==> src/rtl/hex_digit_scanner.sv <==
// hex_digit_scanner: time-multiplexed digit scanner feeding a seven-segment
// decoder. Holds a double-buffered hex value that commits only at frame
// boundaries, walks the digits at a programmable rate with a guard interval
// at the start of each slot, and applies optional leading-zero blanking.
module hex_digit_scanner #(
    parameter int DIGITS   = 4,
    parameter int PRESCALE = 50000,
    parameter int GUARD    = 16,
    parameter int BLANK_LZ = 1
) (
    input  logic                  clk,
    input  logic                  reset_n,
    input  logic [4*DIGITS-1:0]   value_in,
    input  logic [DIGITS-1:0]     dp_in,
    input  logic                  load,
    output logic                  load_ack,
    output logic [3:0]            val_out,
    output logic                  blank,
    output logic [DIGITS-1:0]     digit_sel,
    output logic                  dp_out
);

    localparam int IW = (DIGITS > 1) ? $clog2(DIGITS) : 1;
    localparam int PW = $clog2(PRESCALE);

    localparam logic [PW-1:0] PCNT_LAST = PW'(PRESCALE - 1);
    localparam logic [PW-1:0] GUARD_LIM = PW'(GUARD);
    localparam logic [IW-1:0] IDX_LAST  = IW'(DIGITS - 1);

    logic [PW-1:0]              pcnt;
    logic [IW-1:0]              idx;
    logic [DIGITS-1:0][3:0]     disp_val;
    logic [DIGITS-1:0]          disp_dp;
    logic [DIGITS-1:0][3:0]     pend_val;
    logic [DIGITS-1:0]          pend_dp;
    logic                       pend_valid;

    logic                       tick;
    logic                       commit;
    logic [PW-1:0]              pcnt_nxt;
    logic [IW-1:0]              idx_nxt;
    logic [DIGITS-1:0][3:0]     disp_val_nxt;
    logic [DIGITS-1:0]          disp_dp_nxt;

    logic [DIGITS-1:0]          lz_mask;
    logic                       all_zero;
    int unsigned                dig;

    logic                       guard_nxt;
    logic [3:0]                 nib_nxt;
    logic                       dpb_nxt;
    logic                       lzb_nxt;
    logic [DIGITS-1:0]          sel_nxt;
    logic                       blank_nxt;
    logic                       dp_out_nxt;

    // Prescaler, digit index and frame-boundary commit decisions.
    always_comb begin
        tick         = (pcnt == PCNT_LAST);
        commit       = tick && (idx == IDX_LAST) && pend_valid;
        pcnt_nxt     = tick ? '0 : pcnt + 1'b1;
        idx_nxt      = idx;
        if (tick) begin
            idx_nxt = (idx == IDX_LAST) ? '0 : idx + 1'b1;
        end
        disp_val_nxt = commit ? pend_val : disp_val;
        disp_dp_nxt  = commit ? pend_dp  : disp_dp;
    end

    // Leading-zero mask: digit i>0 blanks when it and every higher nibble are zero.
    always_comb begin
        lz_mask  = '0;
        all_zero = 1'b1;
        dig      = 0;
        for (int unsigned j = 0; j < DIGITS; j++) begin
            dig      = DIGITS - 1 - j;
            all_zero = all_zero & (disp_val_nxt[dig] == 4'h0);
            if ((BLANK_LZ != 0) && (dig != 0)) begin
                lz_mask[dig] = all_zero;
            end
        end
    end

    // Output values for the post-edge slot position, registered below so
    // the outputs line up with the state they describe without extra latency.
    always_comb begin
        guard_nxt = (pcnt_nxt < GUARD_LIM);
        nib_nxt   = 4'h0;
        dpb_nxt   = 1'b0;
        lzb_nxt   = 1'b0;
        sel_nxt   = '1;
        for (int unsigned i = 0; i < DIGITS; i++) begin
            if (idx_nxt == IW'(i)) begin
                nib_nxt = disp_val_nxt[i];
                dpb_nxt = disp_dp_nxt[i];
                lzb_nxt = lz_mask[i];
                if (!guard_nxt) begin
                    sel_nxt[i] = 1'b0;
                end
            end
        end
        blank_nxt  = guard_nxt | lzb_nxt;
        dp_out_nxt = (guard_nxt | lzb_nxt) ? 1'b1 : ~dpb_nxt;
    end

    // Scan position and display buffer.
    always_ff @(posedge clk) begin
        if (!reset_n) begin
            pcnt     <= '0;
            idx      <= '0;
            disp_val <= '0;
            disp_dp  <= '0;
        end else begin
            pcnt     <= pcnt_nxt;
            idx      <= idx_nxt;
            disp_val <= disp_val_nxt;
            disp_dp  <= disp_dp_nxt;
        end
    end

    // Pending buffer: a load always wins over a same-edge commit clearing the flag.
    always_ff @(posedge clk) begin
        if (!reset_n) begin
            pend_val   <= '0;
            pend_dp    <= '0;
            pend_valid <= 1'b0;
        end else if (load) begin
            pend_val   <= value_in;
            pend_dp    <= dp_in;
            pend_valid <= 1'b1;
        end else if (commit) begin
            pend_valid <= 1'b0;
        end
    end

    // Registered outputs.
    always_ff @(posedge clk) begin
        if (!reset_n) begin
            load_ack  <= 1'b0;
            val_out   <= 4'h0;
            blank     <= 1'b1;
            digit_sel <= '1;
            dp_out    <= 1'b1;
        end else begin
            load_ack  <= commit;
            val_out   <= nib_nxt;
            blank     <= blank_nxt;
            digit_sel <= sel_nxt;
            dp_out    <= dp_out_nxt;
        end
    end

endmodule

==> config.mk <==
export PLATFORM = sky130hd
export DESIGN_NAME = hex_digit_scanner
export DESIGN_NICKNAME = d
export VERILOG_FILES = /design/src/rtl/hex_digit_scanner.sv
export SDC_FILE = /design/constraint.sdc
export NUM_CORES = 1
export LEC_CHECK = 0
export CAP_MARGIN = 5
export CELL_PAD_IN_SITES_DETAIL_PLACEMENT = 0
export CELL_PAD_IN_SITES_GLOBAL_PLACEMENT = 2
export CORE_ASPECT_RATIO = 0.7
export CORE_MARGIN = 10
export CORE_UTILIZATION = 33
export DETAILED_ROUTE_END_ITERATION = 7
export MAX_ROUTING_LAYER = met4
export PLACE_DENSITY = 0.75
export SYNTH_ARGS = -nofsm -noshare
export SYNTH_HDL_FRONTEND = slang
export SYNTH_SLANG_ARGS = --single-unit
==> constraint.sdc <==
create_clock -name clk -period 4.5 [get_ports clk]
set_input_delay 0.675 -clock clk [delete_from_list [all_inputs] [get_ports clk]]
set_output_delay 0.675 -clock clk [all_outputs]
set_load 0.005 [all_outputs]
# Word-level counts from Yosys, hierarchy flattened
# Index checks and enable logic that the tools add are counted.
[word_totals]
register_bits = 70
input_bits = 23
output_inout_bits = 11
word_cells = 65
[op_classes]
addsub = 2
order_cmp = 1
n_eq_ne = 5
n_mux = 19
bitwise = 5
n_reduce_logical = 12
[ops]
columns = ["cell", "count"]
rows = [
  ["$mux W16", 2],
  ["$mux W4", 5],
  ["$add A16 B1 Y16 const B", 1],
  ["$eq A16 B16 Y1 const B", 1],
  ["$lt A16 B5 Y1 const B", 1],
  ["$logic_not A4 Y1", 3],
  ["$mux W1", 10],
  ["$reduce_and A2 Y1", 4],
  ["$eq A2 B2 Y1 const B", 3],
  ["$mux W2", 2],
  ["$add A2 B1 Y2 const B", 1],
  ["$and A1 B1 Y1", 2],
  ["$eq A2 B1 Y1 const B", 1],
  ["$logic_and A1 B1 Y1", 2],
  ["$logic_not A2 Y1", 1],
  ["$not A1 Y1", 2],
  ["$reduce_bool A2 Y1", 1],
  ["$reduce_or A2 Y1", 1],
  ["$or A1 B1 Y1", 1],
]

# Logic depth before layout (Yosys ltp)
[depth]
word_depth = 12
ltp_mapped = 11
mapped_depth_nobuf = 7

# Least setup slack after synthesis
# No wires, ideal clock.
[synth_timing]
kind = "register to register"
start = "register pcnt[0]"
end = "register val_out[0]"
setup_ps = 117
arrival_ps = 2035
required_time_ps = 4383
path_slack_ps = 2348
stages_incl_launch_ff = 12
path_buffers = 4
synth_period_minus_slack_ps = 2152
path_cell_list = "dfxtp_1 > ha_1 > buf_6 > and3_4 > buf_6 > and4_1 > buf_6 > nand3_4 > buf_6 > mux2i_1 > nand2_1 > a32o_1"
[synth_between]
elab_chain_cells = 8
word_cells_on_any_way = 13
cone_classes = "eq/ne (4); mux (6); reduce/logical (3)"
[synth_rtl]
columns = ["element", "line_no", "text"]
rows = [
  ["start: declaration", "30", "logic [PW-1:0] pcnt;"],
  ["start signal: assignment", "114", "pcnt <= pcnt_nxt;"],
  ["$eq A16 B16 Y1 (*)", "59", "tick = (pcnt == PCNT_LAST);"],
  ["$logic_and A1 B1 Y1 (2 in series)", "60", "commit = tick && (idx == IDX_LAST) && pend_valid;"],
  ["$mux W16", "66", "disp_val_nxt = commit ? pend_val : disp_val;"],
  ["$mux W4 (3 in series)", "93", "if (idx_nxt == IW'(i)) begin"],
  ["$mux W4 (*)", "93", ""],
  ["end signal: assignment", "146", "val_out <= nib_nxt;"],
  ["end: declaration", "17", "output logic [3:0] val_out,"],
]
# Mark *: on every way between the ends. The rest lies on a longest branch, timed or not.
# A chain may end at the register's enable or synchronous reset.

# Worst setup path in the final report
[layout_timing]
start = "register pcnt[0]"
end = "register val_out[3]"
# Same word-level chain as after synthesis.

==> run_results.csv <==
group,metric,value,unit
status,status,"completed",
global_routing,met3_usage,0.0351,
power,p_leak,1.56,nW
worst_setup_path,critPathMostFrequentCell,"mux2i_1",
cts,ctsHoldBuffers,0,
global_routing,grt.busiest_layer,"met1",
power,ir_drop,0.000199,V
worst_hold_path,whs_path_depth,1,
final_layout,regArea,1400,um2
timing,fin_crit,2610,ps
timing,period_share,0.579,
global_routing,gr-usage-all-layers,0.111,
worst_setup_path,endpoint_kind,"flip-flop",
routing,drt-total-wl,7.10,mm
synth,avgSynthCellArea,10.0,um2
worst_setup_path,slowest_stage,"and4_1",
power,p_per_area,378,nW/um2
synth,yosys_warnings,0,
timing,rsz0062_at_grt,"no",
synth,synthMuxAreaShare,0.151,
synth,synth_fp_nets,340,
cts,cts_buffers,9,
routing,wl_per_cell,15.1,um
timing,tns,0,ps
floorplan,core,9180,um2
final_layout,layout-drive-gt1-share,0.0694,
final_layout,multi_input_area,1630,um2
floorplan,fp.dieW,137,um
timing,finalHoldViolCount,0,
global_routing,antenna_found_initial,0,
worst_setup_path,path_cells,"ha_1, and3_4, and4_1, nand3_4, mux2i_1, mux2i_1, a32o_1",
worst_setup_path,start_kind,"flip-flop",
run,cap_violations,0,
floorplan,ioPinCount,34,
cts,clk_path_buf_depth,2,
worst_setup_path,cpLargestDelayFamily,"simple AND/OR/NAND/NOR gates",
worst_setup_path,crit_buf_inv,0,
cts,cts_tree,"yes",
synth,synth_top_family_by_area,"simple AND/OR/NAND/NOR gates",
timing,worstMarginPinSlew,763,ps
routing,first_iter_violations,131,
worst_setup_path,crit_required,4710,ps
timing,max_freq,0.384,GHz
cts,cts_resized,0,
synth,netlist_instances,315,
final_layout,syn_to_final_growth,22.2,%
worst_setup_path,slowest_delay,460,ps
cts,cts-root-buf,"clkbuf_16",
synth,synth_compound_area_frac,0.0679,
floorplan,start_util,0.343,
floorplan,die-area,13900,um2
timing,setup_viol,0,
global_routing,grt_pass1_wl,11.9,mm
cts,path_clk_slew,50,ps
routing,drt-vias-per-instance,4.71,
worst_hold_path,hp-class,"flip-flop to flip-flop",
worst_setup_path,path_depth,7,
synth,netlist.area_leader.share,0.445,
synth,synth_area_leader_cell,"dfxtp_1",
synth,synth_ff_type,"dfxtp_1",
global_routing,grt_max_degree,48,
final_layout,fill_cells,891,
routing,antenna_left,0,
worst_setup_path,worstSetupPathType,"flip-flop to flip-flop",
cts,clk_latency,330,ps
routing,first_pass_iters,4,
worst_setup_path,cp.arrival,2820,ps
global_routing,gr-usage-met2,0.133,
synth,syn_area,3150,um2
placed_design,io_buffers,33,
synth,ys_ff_latch,70,
synth,synth_area_leaders,"dfxtp_1 (44%), mux2i_1 (14%), nor2b_1 (7.5%), nand2_1 (3.0%), xnor2_1 (2.8%)",
synth,synth_edf_count,0,
global_routing,grt_use_met1,0.161,
timing,slew_viol_final,0,
routing,drc,0,
global_routing,grt_pass1_vias,2210,
worst_setup_path,cp_max_fo,25,
cts,cts_setup_buffers,0,
timing,worst_clock_skew,5.86,ps
floorplan,num_rows,29,
timing,slew-limit-headroom,0.477,
cts,cts_sinks,70,
synth,synthXorXnorAreaFrac,0.0445,
cts,htreeDepth,3,
routing,via_count,2213,
synth,synth.distinct_cells,44,
timing,finalWorstSetupSlack,1890,ps
final_layout,antenna_cells,0,
placed_design,place.gp.congestion,0.757,
synth,synthArstFlopShare,0,
synth,synth_fa_ha_area_frac,0.00794,
global_routing,grt-ovfl-total,0,
synth,synthSimpleGateAreaFrac,0.246,
floorplan,die_y,102,um
synth,yosysSeqAreaShare,0.445,
placed_design,dp_hpwl,5.06,mm
placed_design,place_ws,1870,ps
final_layout,nNetsFinal,367,
worst_setup_path,rr_worst_depth,7,
-- metal layers --
metal	share of wire	wire (um)
met3	0.047	336
met1	0.57	4070
met4	0.013	92
met5	0	0
met2	0.37	2590
-- state kept, by name (all words and copies together), names as in the netlist --
name        count
pend_val       16
dp_out          1
disp_dp         4
blank           1
pend_dp         4
pend_valid      1
pcnt           16
idx             2
load_ack        1
val_out         4
disp_val       16
digit_sel       4
-- area by class of cell --
| type | instances | share of cell area |
|---|---|---|
| Clock inverter | 5 | 0.0218 |
| Inverter | 2 | 0.00195 |
| Timing Repair Buffer | 35 | 0.0897 |
| Tap cell | 124 | 0.0403 |
| Clock buffer | 10 | 0.0595 |
| Sequential cell | 70 | 0.364 |
| Multi-Input combinational cell | 224 | 0.423 |
-- where the power goes --
part	switching (mW)	internal (mW)	leakage (nW)
sequential	0.0122	0.634	0.569
combinational	0.0253	0.0381	0.843
clock	0.261	0.484	0.145
total	0.298	1.16	1.56
-- metrics by stage --
step	hold WS [ps]	cell area [um2]	total power [mW]	utilization	std cells
floorplan	413	3150	0.693	-	315
global placement	421	3540	0.724	0.385	455
detailed placement	431	3540	0.724	0.385	455
CTS	439	3850	1.48	0.419	470
global route	473	3850	1.51	0.419	470
finish	435	3850	1.45	0.419	470
-- kinds of logic after synthesis --
group,after synthesis
adders and majority gates,2
and+or+nand+nor,130
AOI/OAI and AO/OA,30
buffers and inverters,21
muxes,46
DFF,70
xor gates and xnor gates,16
-- cells in the mapped netlist, types with 3 or more instances --
master    number
dfxtp_1       70
mux2i_1       44
nor2b_1       38
nand2_1       25
nor2_1        21
xnor2_1       10
clkbuf_1       8
and2_1         6
o21ai_0        6
xor2_1         6
a21oi_1        5
and3_1         5
buf_6          5
nand3_1        5
a32o_1         4
and4_1         4
buf_2          4
nand4_1        4
a21boi_0       3
a31oi_1        3
and2b_1        3
nor3_1         3
-- worst paths after layout --
| path | start | end | slack, ps |
|---|---|---|---|
| hold / removal | pcnt[0] | pcnt[0] | 430 |
| hold reg to reg | pcnt[0] | pcnt[0] | 430 |
| setup reg to reg | pcnt[0] | val_out[3] | 1890 |
| setup / recovery | pcnt[0] | val_out[3] | 1890 |
-- placed cells by master, fill, tap and decap left out, types with 2 or more instances in the layout --
master,instances
a211oi_1,2
a21boi_0,3
a21oi_1,5
a31oi_1,3
a32o_1,4
and2_1,6
and2b_1,3
and3_1,5
and4_1,4
and4b_1,2
buf_4,2
bufinv_16,2
clkbuf_16,9
clkdlybuf4s50_1,33
clkinvlp_4,2
dfxtp_1,70
ha_1,2
inv_1,2
mux2i_1,44
nand2_1,25
nand3_1,5
nand3b_1,2
nand4_1,4
nor2_1,21
nor2b_1,38
nor3_1,3
nor3b_1,2
nor4_1,2
nor4b_4,2
o21ai_0,6
o31ai_1,2
or4_1,2
xnor2_1,10
xor2_1,6
Power figures use the tool's default switching activity.
